$ cat src/rtl/tl_pkg.sv
// TileLink D-channel shared types: beat layout and opcode encodings.
package tl_pkg;

  localparam int TL_SIZE_W   = 4;
  localparam int TL_SOURCE_W = 4;
  localparam int TL_SINK_W   = 4;
  localparam int TL_DATA_W   = 64;

  localparam logic [2:0] TL_D_OPCODE_ACCESS_ACK      = 3'd0;
  localparam logic [2:0] TL_D_OPCODE_ACCESS_ACK_DATA = 3'd1;
  localparam logic [2:0] TL_D_OPCODE_GRANT           = 3'd4;
  localparam logic [2:0] TL_D_OPCODE_GRANT_DATA      = 3'd5;
  localparam logic [2:0] TL_D_OPCODE_RELEASE_ACK     = 3'd6;

  // Field order here is the bit order used for every flattened D beat.
  typedef struct packed {
    logic [2:0]             opcode;
    logic [1:0]             param;
    logic [TL_SIZE_W-1:0]   size;
    logic [TL_SOURCE_W-1:0] source;
    logic [TL_SINK_W-1:0]   sink;
    logic                   denied;
    logic [TL_DATA_W-1:0]   data;
    logic                   corrupt;
  } tl_d_bits_t;

  localparam int TL_D_BITS_W = $bits(tl_d_bits_t);

  // Width of a flattened D beat for arbitrary field widths.
  function automatic int tl_d_bits_w(int size_w, int source_w, int sink_w, int data_w);
    return 3 + 2 + size_w + source_w + sink_w + 1 + data_w + 1;
  endfunction

endpackage

$ cat src/rtl/tl_queue_ram.sv
// Queue storage: one write port, one asynchronous read port, no reset.
module tl_queue_ram #(
  parameter int DEPTH = 2,
  parameter int W     = 8
) (
  input  logic                                  clock,
  input  logic                                  we,
  input  logic [(DEPTH > 1 ? $clog2(DEPTH) : 1)-1:0] waddr,
  input  logic [W-1:0]                          wdata,
  input  logic [(DEPTH > 1 ? $clog2(DEPTH) : 1)-1:0] raddr,
  output logic [W-1:0]                          rdata
);

  localparam int AW = (DEPTH > 1) ? $clog2(DEPTH) : 1;

  // Sized to the full address space so any index is legal; entries
  // at or beyond DEPTH are never addressed by the queue pointers.
  logic [W-1:0] mem [0:(1<<AW)-1];

  // Capture the beat at the write pointer.
  always_ff @(posedge clock) begin
    if (we) mem[waddr] <= wdata;
  end

  assign rdata = mem[raddr];

endmodule

$ cat src/rtl/tl_d_chan_queue.sv
// Parametrised TileLink D-channel FIFO with optional flow-through and pipe modes.
module tl_d_chan_queue
  import tl_pkg::*;
#(
  parameter int DEPTH    = 2,
  parameter int SIZE_W   = 4,
  parameter int SOURCE_W = 4,
  parameter int SINK_W   = 4,
  parameter int DATA_W   = 64,
  parameter int FLOW     = 0,
  parameter int PIPE     = 0
) (
  input  logic                         clock,
  input  logic                         reset,
  input  logic                         io_enq_valid,
  output logic                         io_enq_ready,
  input  logic [2:0]                   io_enq_bits_opcode,
  input  logic [1:0]                   io_enq_bits_param,
  input  logic [SIZE_W-1:0]            io_enq_bits_size,
  input  logic [SOURCE_W-1:0]          io_enq_bits_source,
  input  logic [SINK_W-1:0]            io_enq_bits_sink,
  input  logic                         io_enq_bits_denied,
  input  logic [DATA_W-1:0]            io_enq_bits_data,
  input  logic                         io_enq_bits_corrupt,
  input  logic                         io_deq_ready,
  output logic                         io_deq_valid,
  output logic [2:0]                   io_deq_bits_opcode,
  output logic [1:0]                   io_deq_bits_param,
  output logic [SIZE_W-1:0]            io_deq_bits_size,
  output logic [SOURCE_W-1:0]          io_deq_bits_source,
  output logic [SINK_W-1:0]            io_deq_bits_sink,
  output logic                         io_deq_bits_denied,
  output logic [DATA_W-1:0]            io_deq_bits_data,
  output logic                         io_deq_bits_corrupt,
  output logic [$clog2(DEPTH+1)-1:0]   io_count
);

  localparam int PTR_W = (DEPTH > 1) ? $clog2(DEPTH) : 1;
  localparam int CW    = $clog2(DEPTH+1);
  localparam int W     = tl_d_bits_w(SIZE_W, SOURCE_W, SINK_W, DATA_W);

  logic [PTR_W-1:0] enq_ptr, deq_ptr;
  logic             maybe_full;
  logic             ptr_match, empty, full;
  logic             do_enq, do_deq, flow_thru, write_fire, pop_fire;
  logic [W-1:0]     enq_flat, ram_rdata, deq_flat;

  // Wrap at DEPTH-1 so non-power-of-two depths cycle correctly; a
  // single-entry queue keeps both pointers at zero.
  function automatic logic [PTR_W-1:0] ptr_inc(input logic [PTR_W-1:0] p);
    if (DEPTH == 1) return '0;
    return (p == PTR_W'(DEPTH-1)) ? '0 : p + 1'b1;
  endfunction

  assign ptr_match = (enq_ptr == deq_ptr);
  assign empty     = ptr_match & ~maybe_full;
  assign full      = ptr_match &  maybe_full;

  assign io_enq_ready = ~full | ((PIPE != 0) & io_deq_ready);
  assign io_deq_valid = ~empty | ((FLOW != 0) & io_enq_valid);

  assign do_enq = io_enq_valid & io_enq_ready;
  assign do_deq = io_deq_valid & io_deq_ready;

  // A flow-through beat bypasses storage entirely.
  assign flow_thru  = (FLOW != 0) & empty & do_deq;
  assign write_fire = do_enq & ~flow_thru;
  assign pop_fire   = do_deq & ~flow_thru;

  assign enq_flat = {io_enq_bits_opcode, io_enq_bits_param, io_enq_bits_size,
                     io_enq_bits_source, io_enq_bits_sink, io_enq_bits_denied,
                     io_enq_bits_data, io_enq_bits_corrupt};

  tl_queue_ram #(.DEPTH(DEPTH), .W(W)) u_ram (
    .clock (clock),
    .we    (write_fire),
    .waddr (enq_ptr),
    .wdata (enq_flat),
    .raddr (deq_ptr),
    .rdata (ram_rdata)
  );

  assign deq_flat = ((FLOW != 0) & empty) ? enq_flat : ram_rdata;

  assign {io_deq_bits_opcode, io_deq_bits_param, io_deq_bits_size,
          io_deq_bits_source, io_deq_bits_sink, io_deq_bits_denied,
          io_deq_bits_data, io_deq_bits_corrupt} = deq_flat;

  // Pointer and full-flag update; reset drops all held beats.
  always_ff @(posedge clock) begin
    if (reset) begin
      enq_ptr    <= '0;
      deq_ptr    <= '0;
      maybe_full <= 1'b0;
    end else begin
      if (write_fire) enq_ptr <= ptr_inc(enq_ptr);
      if (pop_fire)   deq_ptr <= ptr_inc(deq_ptr);
      if (write_fire != pop_fire) maybe_full <= write_fire;
    end
  end

  // Occupancy from pointer distance, modulo DEPTH, without overflow.
  always_comb begin
    io_count = '0;
    if (full)
      io_count = CW'(DEPTH);
    else if (enq_ptr >= deq_ptr)
      io_count = CW'(enq_ptr - deq_ptr);
    else
      io_count = CW'(DEPTH) - CW'(deq_ptr - enq_ptr);
  end

endmodule

$ cat config.mk
export PLATFORM = sky130hd
export DESIGN_NAME = tl_d_chan_queue
export DESIGN_NICKNAME = d
export VERILOG_FILES = /design/src/rtl/tl_pkg.sv /design/src/rtl/tl_queue_ram.sv /design/src/rtl/tl_d_chan_queue.sv
export SDC_FILE = /design/constraint.sdc
export NUM_CORES = 1
export LEC_CHECK = 0
export ABC_AREA = 1
export BUFFER_PORTS_ARGS = -buffer_cell sky130_fd_sc_hd__clkbuf_2
export CORE_ASPECT_RATIO = 1.4
export CORE_MARGIN = 2
export CORE_UTILIZATION = 40
export DETAILED_ROUTE_END_ITERATION = 8
export SYNTH_ARGS = -nofsm -noshare
export SYNTH_HDL_FRONTEND = slang
export SYNTH_SLANG_ARGS = --single-unit
export TNS_END_PERCENT = 1
$ cat constraint.sdc
create_clock -name clock -period 6.2 [get_ports clock]
set_input_delay 1.24 -clock clock [delete_from_list [all_inputs] [get_ports clock]]
set_output_delay 1.24 -clock clock [all_outputs]
set_load 0.02 [all_outputs]
# Word level (Yosys, flattened, before mapping)
# Memories as Yosys holds them, arrays and structs flattened. A register that Yosys moved wholly into a read port is not among the register bits.
# Index checks and enable logic that the tools add are counted.
# word_totals
ff_bits,3
mem_bits_rw,166
input_bits,87
out_inout_bits,87
elab_cells,27
memories,1
# memory_table
memory,depth,word_bits,rd,rd_ports_with_merged_regs,write_ports,line_no,text
u_ram.mem,2,83,1,1,1,tl_queue_ram.sv:18,logic [W-1:0] mem [0:(1<<AW)-1];
# classes
addsub,5
order_cmp,1
n_eq_ne,2
n_mux,8
bitwise,7
# op_table
operator,count
$mux 1,6
$and 1x1->1,4
$mux 2,2
$sub 1x1->2,2
$not 1->1,3
$add 1x1->1 const B,2
$sub 2x2->2 const A,1
$eq 1x1->1,1
$ge 1x1->1,1
$ne 1x1->1,1

# Depth between registers and ports, before layout
# logic_depth
word_depth,6
depth_mapped,6
ltp_nobuf,6

# Cells and area by module
# A second synthesis with hierarchy kept.
# hier_totals
cells_unflattened,464
area_unflattened_um2,6307.3
# by_module_without_submodules
mod,instances,cells_per_inst,area_each_um2,seq_area_each_um2
tl_queue_ram,1,438,6120.9,4984.8
tl_d_chan_queue,1,26,186.4,60.1

# Worst setup path after synthesis
# Ideal clock, no wire load.
# synth_path
kind,in2reg
start,input port io_enq_valid
end,memory u_ram.mem[0][0] (netlist bit) (enable)
setup_time_ns,0.525
t_arrival_ns,4.757
required_time_ns,5.675
path_slack_ns,0.918
cell_stages,2
path_buffers,0
path_cell_list,nand2_1 > nor2_1
# synth_via
elab_chain_len,3
# synth_rtl
item,line_no,text
start: declaration,tl_d_chan_queue.sv:15,"input logic io_enq_valid,"
$and 1x1->1,tl_d_chan_queue.sv:62,assign do_enq = io_enq_valid & io_enq_ready;
$mux 1,tl_queue_ram.sv:22,if (we) mem[waddr] <= wdata;
$mux 1 (implied by the code),tl_queue_ram.sv:22,
end: declaration,tl_queue_ram.sv:18,
# Every way passes these cells.

==> flow_summary.yaml <==
outcome:
  outcome: "completed"
run:
  maxCapViolations: 0
detailed_routing:
  route.detailed.wl_per_inst_um: 17.1
  drt-pass1-iter-count: 4
  initialDrtViolationCount: 132
  detailed_route_drc_error_count: 0
  antenna_left: 0
  detailroute.via_count: 3197
  drt_wl_total_um: 11700
  drt-vias-per-instance: 4.67
sta:
  measured_slew_at_the_worst_slew_check_pin_ns: 1.06
  slew_headroom_pct: 29.1
  timing.final.max_slew_violations: 0
  finClkSkew_ns: 0.00831
  holdWs_ns: 0.565
  finalHoldViolations: 0
  post-route-min-period_ns: 3.87
  rsz0062_at_grt: "false"
  setup_total_negative_slack_ns: 0
  final.period_utilization_pct: 62.4
  achievable-frequency_mhz: 258
  setup_violations: 0
grt:
  grt.overflow.total: 0
  grtUsageMet2_pct: 23.4
  track_usage_pct: 13.4
  met3_usage_pct: 3.82
  first_pass_grt_wire_length_um: 17700
  grt_start_max_net_pins: 58
  grt_util_met1_pct: 14.5
  grt_antenna_before_repair: 0
  grt_busiest_layer: "met2"
  grt_pass1_vias: 3406
worst_setup_path:
  setup_cp_type: "flop to output pin"
  worstPathRequired_ns: 4.96
  crit_path_max_fanout: 57
  worst-endpoint-arrival_ns: 2.63
  cp-end-kind: "output pin"
  timing.critical_path.from_type: "flop"
placement:
  gp_routability_congestion: 0.723
  dpl.hpwl_um: 7770
  port-buffer-count: 173
logic_synthesis:
  netlist_area_sq_um: 6550
  synth.top_cell.area_share_pct: 76.1
  synth.avg_cell_area_sq_um: 22.7
  netlist-cell-type-count: 15
  synthesis.instances: 288
  synth-seq-area-share_pct: 77.4
  synth_area_leaders: "edfxtp_1, mux2_4, mux2_2"
  yosys.area.top_type: "edfxtp_1"
  synthesis.nets: 377
  postSynthRegisterBits: 170
  synth_warnings: 0
layout:
  finish.net_count: 563
  antenna-diode-count: 0
  layout-drive-gt1-share_pct: 59.9
  layout-area-overhead-vs-synth_pct: 24.3
  fillers: 1375
  postLayoutCoreUtil_pct: 50.5
clock_network:
  cts_sinks: 170
  holdBufCountCts: 0
  cts_setup_buffers: 0
  post_cts_sizing_count: 0
  clock_tree.root_cell: "clkbuf_16"
  cts_tree: "built"
  clockBufferDepth: 2
  tritoncts_buffer_count: 17
  clock_edge_transition_at_the_registers_on_the_reported_setup_and_hold_paths_ns: 0.07
  clock_tree.htree_level_count: 4
  clock_latency_ns: 0.41
floorplanning:
  io_pins: 174
  placeableCoreArea_sq_um: 16100
  die_width_um: 112
  start_util_pct: 40.7
  die_area_sq_um: 17400
  die_height_um: 155
  number_of_placement_rows: 55
pwr:
  peak_supply_drop_mv: 0.203
  pwr_density_cell_nw_per_um2: 360
  p_total_uw: 2930
  leakagePower_uw: 0.00323
worst_hold_path:
  hold_class: "flop to flop"
==> through the flow <==
stage / setup WS, ns / instance area (sq um) / cells
finish: 2.33 / 8140 / 685
global route: 2.18 / 8140 / 685
CTS: 2.27 / 8140 / 685
detailed placement: 2.73 / 7540 / 654
global placement: 2.76 / 7540 / 654
floorplan: 0.918 / 6550 / 288
==> power breakdown <==
part           switching [uW]  internal [uW]
logic                     249            203
clock network             431            636
registers                47.8           1360
==> Yosys cell counts, drive strengths merged <==
library cell and n:
edfxtp 166, mux2 83, buf 9, inv 6
nand2 5, dfxtp 4, nor2 4, a21oi 3
nand3 3, ha 2, o21ai 2, a21boi 1
==> area by class of cell <==
cell class	instances	area, sq um	area share [%]
Multi-Input combinational cell	103	1310	16.1
Inverter	6	23.8	0.292
Timing Repair Buffer	176	888	10.9
Clock buffer	18	429	5.27
Sequential cell	170	5070	62.3
Clock inverter	13	169	2.08
Tap cell	199	249	3.06
==> worst max-delay path, stage by stage, from the launching register on <==
cell	delay (ns)
dfxtp_4	1.02
buf_4	0.57
mux2_2	0.39
clkbuf_2	0.15
==> layer usage <==
metal  routed length, um  share of wire [%]  vias to the layer above
li1                    -                  -                     1504
met1                4380                 37                     1555
met2                6320                 54                      115
met3                 628                5.4                       23
met4                 378                3.2                        0
met5                   0                  0                        -
==> worst paths after layout <==
kind	start	endpoint	slack, ns	cells past startpoint
min reg2reg	maybe_full	maybe_full	0.56	2
max reg2reg	enq_ptr	u_ram.mem[0][33]	3.16	6
max	flop	io_deq_bits_data[61]	2.33	3
min	maybe_full	maybe_full	0.56	2
==> registers in the layout, indices dropped and copies added (netlist names), named ones only <==
signal / cells
maybe_full: 1
enq_ptr: 1
deq_ptr: 1
u_ram.mem: 166
==> logic make-up after synthesis <==
kind of cell | Yosys count | synth area share (%)
buffers and inverters | 15 | 2.73
multiplexers | 83 | 18.3
AO/OA/AOI/OAI | 6 | 0.497
AND/OR/NAND/NOR | 12 | 0.745
adder cells (fa/ha/maj) | 2 | 0.382
flip-flops | 170 | 77.4
==> placed cells by master, fill, tap and decap left out <==
master	netlist	final
clkbuf_1	0	1
mux2_4	70	70
buf_4	0	3
nand3_1	3	3
mux2_2	13	13
inv_6	0	3
clkbuf_16	0	17
nor2_1	4	3
clkinv_1	0	1
ha_1	2	2
a21boi_0	1	1
a21oi_1	3	3
nand2_1	5	5
edfxtp_1	166	166
inv_8	0	1
clkinv_2	0	1
dfxtp_1	4	3
clkbuf_2	0	173
bufinv_16	0	3
o21ai_0	2	2
clkinvlp_4	0	5
nor2_4	0	1
inv_1	6	5
dfxtp_4	0	1
No activity file was read; power rests on OpenSTA's default activity.
